[src/rtl/wb_master_arbiter.sv]
`default_nettype none
// ============================================================================
// Module   : wb_master_arbiter
// Brief    : Two-master / one-slave Wishbone arbiter. The grant is held for a
//            whole cyc burst. Round-robin or fixed priority. A stall watchdog
//            answers the owner with a forced error when the slave stalls.
// Revision : 1.0 - initial release
// ============================================================================
module wb_master_arbiter #(
  parameter int DATA_W         = 32,
  parameter int ADDR_W         = 32,
  parameter int SEL_W          = DATA_W / 8,
  parameter int TIMEOUT_CYCLES = 16,
  parameter int FIXED_PRIORITY = 0
) (
  input  logic              i_clk,
  input  logic              i_rst,
  input  logic [ADDR_W-1:0] i_m0_adr,
  input  logic [SEL_W-1:0]  i_m0_sel,
  input  logic              i_m0_we,
  input  logic [DATA_W-1:0] i_m0_dat,
  input  logic              i_m0_cyc,
  input  logic              i_m0_stb,
  output logic [DATA_W-1:0] o_m0_dat,
  output logic              o_m0_ack,
  output logic              o_m0_err,
  input  logic [ADDR_W-1:0] i_m1_adr,
  input  logic [SEL_W-1:0]  i_m1_sel,
  input  logic              i_m1_we,
  input  logic [DATA_W-1:0] i_m1_dat,
  input  logic              i_m1_cyc,
  input  logic              i_m1_stb,
  output logic [DATA_W-1:0] o_m1_dat,
  output logic              o_m1_ack,
  output logic              o_m1_err,
  output logic [ADDR_W-1:0] o_s_adr,
  output logic [SEL_W-1:0]  o_s_sel,
  output logic              o_s_we,
  output logic [DATA_W-1:0] o_s_dat,
  output logic              o_s_cyc,
  output logic              o_s_stb,
  input  logic [DATA_W-1:0] i_s_dat,
  input  logic              i_s_ack,
  input  logic              i_s_err,
  output logic [1:0]        o_grant,
  output logic [7:0]        o_timeout_cnt
);

  typedef enum logic [1:0] {
    IDLE = 2'd0,
    GNT0 = 2'd1,
    GNT1 = 2'd2
  } state_t;

  localparam int              WD_W    = 16;
  localparam logic            WD_EN   = (TIMEOUT_CYCLES > 0);
  localparam logic [WD_W-1:0] WD_LAST = (TIMEOUT_CYCLES > 0) ? WD_W'(TIMEOUT_CYCLES - 1) : '0;

  state_t          state_q, state_d;
  logic            last_q, last_d;     // index of the master served most recently
  logic [WD_W-1:0] wd_q, wd_d;
  logic [7:0]      cnt_q, cnt_d;

  logic req0, req1, gnt0, gnt1, own_cyc, own_stb, stall, wd_expire;

  assign req0    = i_m0_cyc & i_m0_stb;
  assign req1    = i_m1_cyc & i_m1_stb;
  assign gnt0    = (state_q == GNT0);
  assign gnt1    = (state_q == GNT1);
  assign own_cyc = (gnt0 & i_m0_cyc) | (gnt1 & i_m1_cyc);
  assign own_stb = (gnt0 & i_m0_stb) | (gnt1 & i_m1_stb);
  assign stall   = own_stb & ~i_s_ack & ~i_s_err;
  // A slave response in the expiry cycle wins because stall is then low.
  assign wd_expire = WD_EN & stall & (wd_q == WD_LAST);

  assign o_grant       = {gnt1, gnt0};
  assign o_timeout_cnt = cnt_q;

  // Next-state, grant decision, bus muxing and watchdog bookkeeping.
  always_comb begin
    state_d  = state_q;
    last_d   = last_q;
    o_s_adr  = '0;
    o_s_sel  = '0;
    o_s_we   = 1'b0;
    o_s_dat  = '0;
    o_s_cyc  = 1'b0;
    o_s_stb  = 1'b0;
    o_m0_dat = '0;
    o_m0_ack = 1'b0;
    o_m0_err = 1'b0;
    o_m1_dat = '0;
    o_m1_ack = 1'b0;
    o_m1_err = 1'b0;
    case (state_q)
      IDLE: begin
        if (req0 && req1) begin
          state_d = ((FIXED_PRIORITY != 0) || last_q) ? GNT0 : GNT1;
        end else if (req0) begin
          state_d = GNT0;
        end else if (req1) begin
          state_d = GNT1;
        end
      end
      GNT0: begin
        o_s_adr  = i_m0_adr;
        o_s_sel  = i_m0_sel;
        o_s_we   = i_m0_we;
        o_s_dat  = i_m0_dat;
        o_s_cyc  = i_m0_cyc;
        o_s_stb  = i_m0_stb & ~wd_expire;
        o_m0_dat = i_s_dat;
        o_m0_ack = i_s_ack;
        o_m0_err = i_s_err | wd_expire;
        if (!i_m0_cyc) begin
          state_d = IDLE;
          last_d  = 1'b0;
        end
      end
      GNT1: begin
        o_s_adr  = i_m1_adr;
        o_s_sel  = i_m1_sel;
        o_s_we   = i_m1_we;
        o_s_dat  = i_m1_dat;
        o_s_cyc  = i_m1_cyc;
        o_s_stb  = i_m1_stb & ~wd_expire;
        o_m1_dat = i_s_dat;
        o_m1_ack = i_s_ack;
        o_m1_err = i_s_err | wd_expire;
        if (!i_m1_cyc) begin
          state_d = IDLE;
          last_d  = 1'b1;
        end
      end
      default: state_d = IDLE;
    endcase

    // Watchdog restarts on any response, on expiry, or when the owner leaves.
    if (!WD_EN || !own_cyc || i_s_ack || i_s_err || wd_expire) begin
      wd_d = '0;
    end else if (stall) begin
      wd_d = wd_q + 1'b1;
    end else begin
      wd_d = wd_q;
    end

    cnt_d = (wd_expire && (cnt_q != 8'hFF)) ? cnt_q + 8'd1 : cnt_q;
  end

  // State, fairness pointer, watchdog and error-count registers.
  always_ff @(posedge i_clk) begin
    if (i_rst) begin
      state_q <= IDLE;
      last_q  <= 1'b1;
      wd_q    <= '0;
      cnt_q   <= '0;
    end else begin
      state_q <= state_d;
      last_q  <= last_d;
      wd_q    <= wd_d;
      cnt_q   <= cnt_d;
    end
  end

endmodule
`default_nettype wire

[config.mk]
export PLATFORM = sky130hd
export DESIGN_NAME = wb_master_arbiter
export DESIGN_NICKNAME = d
export VERILOG_FILES = /design/src/rtl/wb_master_arbiter.sv
export SDC_FILE = /design/constraint.sdc
export NUM_CORES = 1
export LEC_CHECK = 0
export CAP_MARGIN = 5
export CORE_AREA = 2 2 128 130
export DETAILED_ROUTE_END_ITERATION = 8
export DIE_AREA = 0 0 130 132
export PLACE_DENSITY = 0.66
export SLEW_MARGIN = 10
export SYNTH_ARGS = -nofsm -noshare
export SYNTH_HDL_FRONTEND = slang
export SYNTH_SLANG_ARGS = --single-unit
[constraint.sdc]
create_clock -name i_clk -period 2.8 [get_ports i_clk]
set_clock_uncertainty 0.15 [all_clocks]
set_input_delay 0.56 -clock i_clk [delete_from_list [all_inputs] [get_ports i_clk]]
set_output_delay 0.56 -clock i_clk [all_outputs]
set_load 0.02 [all_outputs]
* Word level (Yosys, flattened, before mapping)
Index checks and enable logic that the tools add are counted.
Word-level totals: flip-flop bits (word level) 27, input bits 178, logic and storage cells 63
Operators by class: add/subtract/negate cells 2, equal/unequal tests 7, multiplexer cells 22, bitwise logic cells 17, reduce and logical (&&, ||, !) cells 11
Operators by type and width (number):
- $pmux W32 S2 | 2
- $mux W32 | 2
- $add A16 B1 Y16 const B | 1
- $eq A16 B4 Y1 const B | 1
- $mux W2 | 6
- $and A1 B1 Y1 | 11
- $add A8 B1 Y8 const B | 1
- $ne A8 B8 Y1 const B | 1
- $pmux W1 S2 | 4
- $pmux W4 S2 | 1
- $mux W1 | 6
- $pmux W2 S3 | 1
- $reduce_and A3 Y1 | 2
- $ne A2 B2 Y1 const B | 2
- $ne A4 B4 Y1 const B | 1
- $logic_or A1 B1 Y1 | 3
- $not A1 Y1 | 3
- $or A1 B1 Y1 | 3
- $eq A2 B1 Y1 const B | 1
- $eq A2 B2 Y1 const B | 1
- $logic_and A1 B1 Y1 | 2
- $logic_not A2 Y1 | 1
- $reduce_bool A2 Y1 | 1
- $reduce_or A2 Y1 | 1
- $logic_not A1 Y1 | 1

* Longest topological paths before layout
Gate-level depths: netlist of the first run.
depth in word-level cells 9, depth in mapped cells 8, depth with buffers taken out 6

* Least setup slack after synthesis of the first run
No wires, ideal clock.
path kind register to output, start point register state_q[0], end point output port o_s_stb, data arrival time 1.872 ns, slack 0.218 ns, cell stages (with the launch flop) 8, path buffers 3, cells stage by stage dfxtp_1 -> inv_1 -> ha_1 -> buf_2 -> clkbuf_1 -> buf_1 -> mux2i_1 -> nor3b_1
On the way: word-level cells in the longest chain between the ends 9
Ends and longest elaborated chain:
- from (decl) | RTL line 59 | state_t state_q, state_d;
- from (signal assigned) | RTL line 158 | state_q <= state_d;
- $eq A2 B2 Y1 (*) | RTL line 69 | assign gnt1 = (state_q == GNT1);
- via gnt1 | RTL line 64 | logic req0, req1, gnt0, gnt1, own_cyc, own_stb, stall, wd_expire;
- $and A1 B1 Y1 | RTL line 71 | assign own_stb = (gnt0 & i_m0_stb) | (gnt1 & i_m1_stb);
- $or A1 B1 Y1 | RTL line 71
- $and A1 B1 Y1 (2 in series) | RTL line 72 | assign stall = own_stb & ~i_s_ack & ~i_s_err;
- $and A1 B1 Y1 | RTL line 74 | assign wd_expire = WD_EN & stall & (wd_q == WD_LAST);
- $not A1 Y1 | RTL line 111, 126
- $and A1 B1 Y1, on equally long branches | RTL line 126, 111
- $pmux W1 S2 (*) | RTL line 95 | case (state_q)
- to (decl) | RTL line 41 | output logic o_s_stb,
The timed path passes the listed nets; every way through them passes the cells marked *.

* Worst setup path after layout of the first run
start point register state_q[1], end point output port o_s_dat[6]
On the way: word-level cells in the longest chain between the ends 2
Ends and longest elaborated chain:
- $eq A2 B2 Y1 or $eq A2 B1 Y1 (tied branches) | RTL line 95
- $pmux W32 S2 (*) | RTL line 95
- to (decl) | RTL line 39 | output logic [DATA_W-1:0] o_s_dat,
Mark *: on every way between the ends. The rest lies on a longest branch, timed or not.

==> results of run 1 <==
cells by family (layout without fill, tap and decap cells):
logic type | after synthesis | count (layout)
simple gates | 216 | 216
compound gates | 104 | 104
flops | 27 | 27
buf+inv | 46 | 377
xor+xnor | 7 | 7
fa+ha+maj | 5 | 5
mux | 8 | 8
worst paths after layout:
check	to	slack (ps)	cells after the start
max	o_s_dat[6]	60	7
min	wd_q[15]	360	2
max reg2reg	wd_q[15]	270	8
min reg2reg	wd_q[15]	360	2
sequential cells by signal (all words and copies together), names as in the netlist:
| register | count |
|---|---|
| last_q | 1 |
| o_timeout_cnt | 8 |
| state_q | 2 |
| wd_q | 16 |
cell usage after synthesis:
cell type,count
a211o_1,2
a21oi_1,14
a22o_1,2
a22oi_1,71
and2_1,69
and4_1,2
and4bb_2,1
buf_1,4
buf_2,2
buf_4,2
buf_6,1
clkbuf_1,28
dfxtp_1,27
ha_1,5
inv_1,9
mux2_2,6
mux2i_1,2
nand2_1,8
nand2b_1,1
nand3_1,11
nand4_1,8
nor2_1,15
nor2b_1,74
nor3_1,5
nor3b_1,2
nor4_1,7
o211ai_1,1
o21a_1,2
o21ai_0,6
o21ai_1,2
o31ai_1,4
or2_2,1
or2_4,1
or3_1,6
or3_4,1
or4_1,4
xnor2_1,4
xor2_1,3
through the flow:
| stage | setup TNS [ps] | hold slack, ps | setup slack (ps) | util, % | cells |
|---|---|---|---|---|---|
| after floorplan | 0 | 299 | 218 | - | 413 |
| after global placement | -1320 | 330 | -464 | 42.8 | 955 |
| after CTS | 0 | 358 | 4.39 | 42.9 | 960 |
| after detailed placement | -1320 | 346 | -459 | 42.8 | 955 |
| final | 0 | 356 | 61.3 | 43.1 | 960 |
| after global routing | 0 | 394 | 0.252 | 43.1 | 960 |
cell type report:
class                           count  area (um^2)
Inverter                            9         33.8
Tap cell                          216          270
Clock inverter                      1         7.51
Sequential cell                    27          541
Fill cell                        1595         8940
Multi-Input combinational cell    340         2290
Clock buffer                        3         75.1
Timing Repair Buffer              364         3550
timing repair:
item / in CTS / in global routing
gates resized for setup: 120 / 45
cloned: 1 / 0
pin swaps: 1 / 0
endpoints found under the hold margin: 0 / 0
setup endpoints to repair: 114 / 38
hold buffers: 0 / 0
metal layers:
metal | global-route usage (%) | vias to the layer above
li1 | - | 2134
met1 | 26.8 | 1979
met2 | 31.3 | 219
met3 | 4.02 | 8
met4 | 2.09 | 0
met5 | 0 | -
critical path, delay by kind of cell (launching register included):
family / cells / cell delay, ps
flops: 1 / 340
simple gates: 1 / 150
fa+ha+maj: 1 / 170
buf+inv: 4 / 1000
compound gates: 1 / 90
report_power, final:
group          internal (mW)  total, mW  switching, mW
logic                  0.712       1.38          0.664
registers              0.389      0.394        0.00513
clock network          0.194      0.334          0.139
total                   1.30       2.10          0.808
==> impl_metrics.json, run 1 <==
{
  "clkTransAtPathRegs_ps": 70,
  "cp_max_fo": 35,
  "mappedNetlistNets": 596,
  "status": "finished, final reports clean",
  "synth_mux_area_share_pct": 2.95,
  "ir_drop_mv": 0.195,
  "clkLatencyLatePin_ps": 260,
  "fmax_mhz": 365,
  "drtAntennaViolNets": 0,
  "antenna_cells": 0,
  "track_usage_pct": 19.2,
  "first_global_vias": 4206,
  "fin_crit_ps": 2740,
  "viasPerCell": 4.52,
  "die_x_um": 130,
  "place_congestion": 0.819,
  "cts_tree": "yes",
  "finalPower_mw": 2.10,
  "wl_met3_mm": 1.47,
  "yosys-top-cells-area": "dfxtp_1 18%, a22oi_1 18%, nor2b_1 16%",
  "yosys.area.top_type": "dfxtp_1",
  "syn_area_per_cell_um2": 7.20,
  "netlist_area_um2": 2970,
  "grt_max_degree": 45,
  "synth.distinct_cells": 38,
  "p_leak_nw": 3.09,
  "synthSimpleGateAreaFrac_pct": 43.7,
  "m1WireLength_mm": 7.88,
  "dpl.hpwl_mm": 14.6,
  "postLayoutCellArea_um2": 6770,
  "seq_area_frac_synth_pct": 18.2,
  "synth_compound_area_share_pct": 24.6,
  "synth_warnings": 0,
  "fin_nets": 928,
  "wl_per_cell_um": 18.2,
  "critPathRequiredTime_ps": 2090,
  "final_common_cell": "clkdlybuf4s50_1",
  "hold_path.startpoint": "wd_q[15]",
  "cts_sinks": 27,
  "area_growth_pct": 128,
  "drc": 0,
  "slew_headroom_pct": 58.5,
  "crit_arrival_ps": 2030,
  "vias": 4340,
  "ios": 327,
  "synthAdderAreaFrac_pct": 2.10,
  "root_buffer": "clkbuf_16",
  "drv_slew": 0,
  "antenna_found_initial": 0,
  "endpoint_kind": "output port",
  "synth_top_family_by_area": "simple AND/OR/NAND/NOR gates",
  "timing.rr.start": "state_q[1]",
  "grt_setup_unrepaired": "false",
  "crit_chain": "inv_1, ha_4, buf_12, buf_4, a22oi_1, nor2b_1, clkdlybuf4s15_1",
  "post-route-period-util_pct": 97.8,
  "hold_viol": 0,
  "crit_type": "reg -> out",
  "setup.worst_path.start": "state_q[1]",
  "setup_viol": 0,
  "die_area_um2": 17200,
  "start_kind": "flip-flop",
  "rows": 46,
  "syn_inst": 413,
  "synthXorXnorAreaFrac_pct": 2.06,
  "start_util_pct": 18.9,
  "grt_first_pass_wirelength_mm": 25.3,
  "die_h_um": 132,
  "highest-signal-layer": "met4",
  "yosysTopAreaCellShare_pct": 18.2,
  "power.density_nw_per_um2": 311,
  "cpPeakStageDelay_ps": 430,
  "maxCapViolCount": 0,
  "tightestPinTransition_ps": 620,
  "route.met2.wl_mm": 7.98,
  "cts_buffers": 3,
  "dr.pass1.iters": 5,
  "portBuffers": 326,
  "layout_common_cells": "191 x clkdlybuf4s50_1, 92 x dlygate4sd2_1, 72 x nor2b_1, 70 x a22oi_1, 69 x and2_1",
  "routed_wl_mm": 17.5,
  "hp-class": "reg -> reg",
  "grt.overflow.total": 0,
  "post_cts_buffers": 0,
  "cp_slowest_cell": "clkdlybuf4s15_1",
  "clockBufferDepth": 2,
  "drive_above_1_share_pct": 10.3,
  "place_area_um2": 6730,
  "ys_ff_latch": 27,
  "core_area_um2": 15700,
  "h-tree-depth": 1,
  "drtIter0Drc": 281
}
(Power assumes the default switching activity.)
==> run 2, diff against run 1 <==
- ABC_AREA: unset -> 1
- CORE_AREA: 2 2 128 130 -> 2 2 126 128
- DIE_AREA: 0 0 130 132 -> 0 0 128 130
- DONT_BUFFER_PORTS: unset -> 1
- PLACE_DENSITY: 0.66 -> 0.42
- clock period: 2.8 -> 3.2 ns (I/O delays scaled with it)
==> run 2 against run 1 <==
Final area is 48% lower; flip-flop and latch count stayed put; routed wire length is 19% lower; highest routed layer unchanged.
==> impl_metrics.json, run 2 <==
{
  "viasPerCell": 4.63,
  "fin_crit_ps": 2970,
  "synthArstFlopShare_pct": 0,
  "tightestPinTransition_ps": 787,
  "area_growth_pct": 10.9,
  "routed_wl_mm": 14.1,
  "slew_headroom_pct": 47.7,
  "ios": 327,
  "clkLatencyLatePin_ps": 260,
  "layout_common_cells": "271 x nand2_1, 91 x inv_1, 78 x a21oi_1, 48 x nor2_1, 27 x dfxtp_1",
  "drc": 0,
  "cts_sinks": 27,
  "fin_util_pct": 22.8,
  "syn_inst": 619,
  "grt_max_degree": 47,
  "grt_setup_unrepaired": "false",
  "drtIter0Drc": 207,
  "synth_warnings": 0,
  "endpoint_kind": "output port",
  "finalPower_mw": 1.22,
  "cp_max_fo": 44,
  "final_cells": 799,
  "cts_buffers": 3,
  "root_buffer": "clkbuf_16",
  "start_util_pct": 20.6,
  "die_h_um": 130,
  "postLayoutCellArea_um2": 3520,
  "grt_util_met3_pct": 5.13,
  "core_area_um2": 15400,
  "grt_first_pass_wirelength_mm": 18.8,
  "yosys.area.top_type": "nand2_1",
  "rows": 46,
  "setup_slack_ps": 227,
  "tns_ps": 0,
  "yosysTopAreaCellShare_pct": 32.1,
  "drtAntennaViolNets": 0,
  "place_congestion": 0.853,
  "synth_edf_count": 0,
  "ys_ff_latch": 27,
  "critPathRequiredTime_ps": 2410,
  "portBuffers": 0,
  "die_x_um": 128,
  "drv_slew": 0,
  "maxCapViolCount": 0,
  "cts_tree": "yes",
  "final_common_cell": "nand2_1",
  "clockBufferDepth": 2,
  "antenna_cells": 0,
  "mappedNetlistNets": 802,
  "power.density_nw_per_um2": 346,
  "yosysMostFrequentCell": "nand2_1",
  "place_ws_ps": 532,
  "grt.overflow.total": 0,
  "die_area_um2": 16600,
  "clkTransAtPathRegs_ps": 70,
  "vias": 3701,
  "ctsHoldBuffers": 0,
  "hold_viol": 0,
  "yosys-top-cells-area": "nand2_1 32%, dfxtp_1 17%, a21oi_1 12%",
  "status": "finished, final reports clean",
  "wl_per_cell_um": 17.7,
  "setup_viol": 0,
  "seq_area_frac_synth_pct": 17.0,
  "regMostFlops": "wd_q",
  "crit_arrival_ps": 2180,
  "place_area_um2": 3440,
  "netlist_area_um2": 3170,
  "use_met1_pct": 21.3,
  "start_kind": "flip-flop",
  "grt.busiest_layer": "met2",
  "hp-class": "in -> reg",
  "antenna_found_initial": 0,
  "cts_resized": 0,
  "synth.distinct_cells": 32,
  "crit_type": "reg -> out",
  "post-route-period-util_pct": 92.9,
  "syn_area_per_cell_um2": 5.13,
  "ys_top_cells_by_count": "271 x nand2_1, 91 x inv_1, 78 x a21oi_1, 48 x nor2_1, 27 x dfxtp_1",
  "dr.pass1.iters": 5,
  "ir_drop_mv": 0.171,
  "track_usage_pct": 15.0,
  "fill_cells": 1833,
  "holdWs_ps": 287,
  "fin_nets": 791,
  "fmax_mhz": 336,
  "p_leak_nw": 1.59,
  "place_inst": 795,
  "largest_reg_flops": 16,
  "post_cts_buffers": 0,
  "dpl.hpwl_mm": 11.9,
  "drive_above_1_share_pct": 7.08,
  "synth-main-ff-cell": "dfxtp_1",
  "h-tree-depth": 1,
  "grtUsageMet2_pct": 21.9,
  "first_global_vias": 2973
}
==> run 2: worst paths after layout <==
kind | slack, ps | cells after the start | startpoint | to
setup / recovery | 230 | 5 | state_q[0] | o_s_adr[25]
hold / removal | 290 | 1 | i_rst | state_q[0]
hold reg to reg | 330 | 2 | wd_q[1] | wd_q[1]
setup reg to reg | 1000 | 8 | state_q[0] | wd_q[12]
==> run 2: cells by family (layout without fill, tap and decap cells) <==
| logic type | Yosys count | after routing | share of synthesized area, % |
|---|---|---|---|
| AO/OA/AOI/OAI | 86 | 86 | 14.1 |
| XOR/XNOR | 12 | 12 | 3.31 |
| adder cells (fa/ha/maj) | 5 | 5 | 1.97 |
| buffers and inverters | 127 | 115 | 16.2 |
| flip-flops | 27 | 27 | 17.0 |
| AND/OR/NAND/NOR | 362 | 362 | 47.4 |
==> run 2: worst max-delay path: stages, from the launching register on <==
cell,delay (ps)
dfxtp_1,350
inv_1,130
ha_4,450
buf_4,420
nand2_1,90
a21oi_1,460
==> run 2: area by class of cell <==
cell class	instances	area, um^2	area share, %
well taps	192	240	6.83
repair buffers	19	168	4.77
inverters	92	345	9.82
flip-flops and latches	27	541	15.4
clock inverters	1	5.00	0.142
clock buffers	3	75.1	2.13
multi-input cells	465	2140	61.0
==> run 2: power by group <==
part | internal, mW | switching, mW
sequential | 0.340 | 0.00408
clock | 0.169 | 0.122
combinational | 0.121 | 0.459
total | 0.630 | 0.586
==> run 2: per-layer routing <==
metal | vias up | wire length, um
li1 | 1845 | -
met1 | 1669 | 6130
met2 | 177 | 6320
met3 | 10 | 1470
met4 | 0 | 209
met5 | - | 0
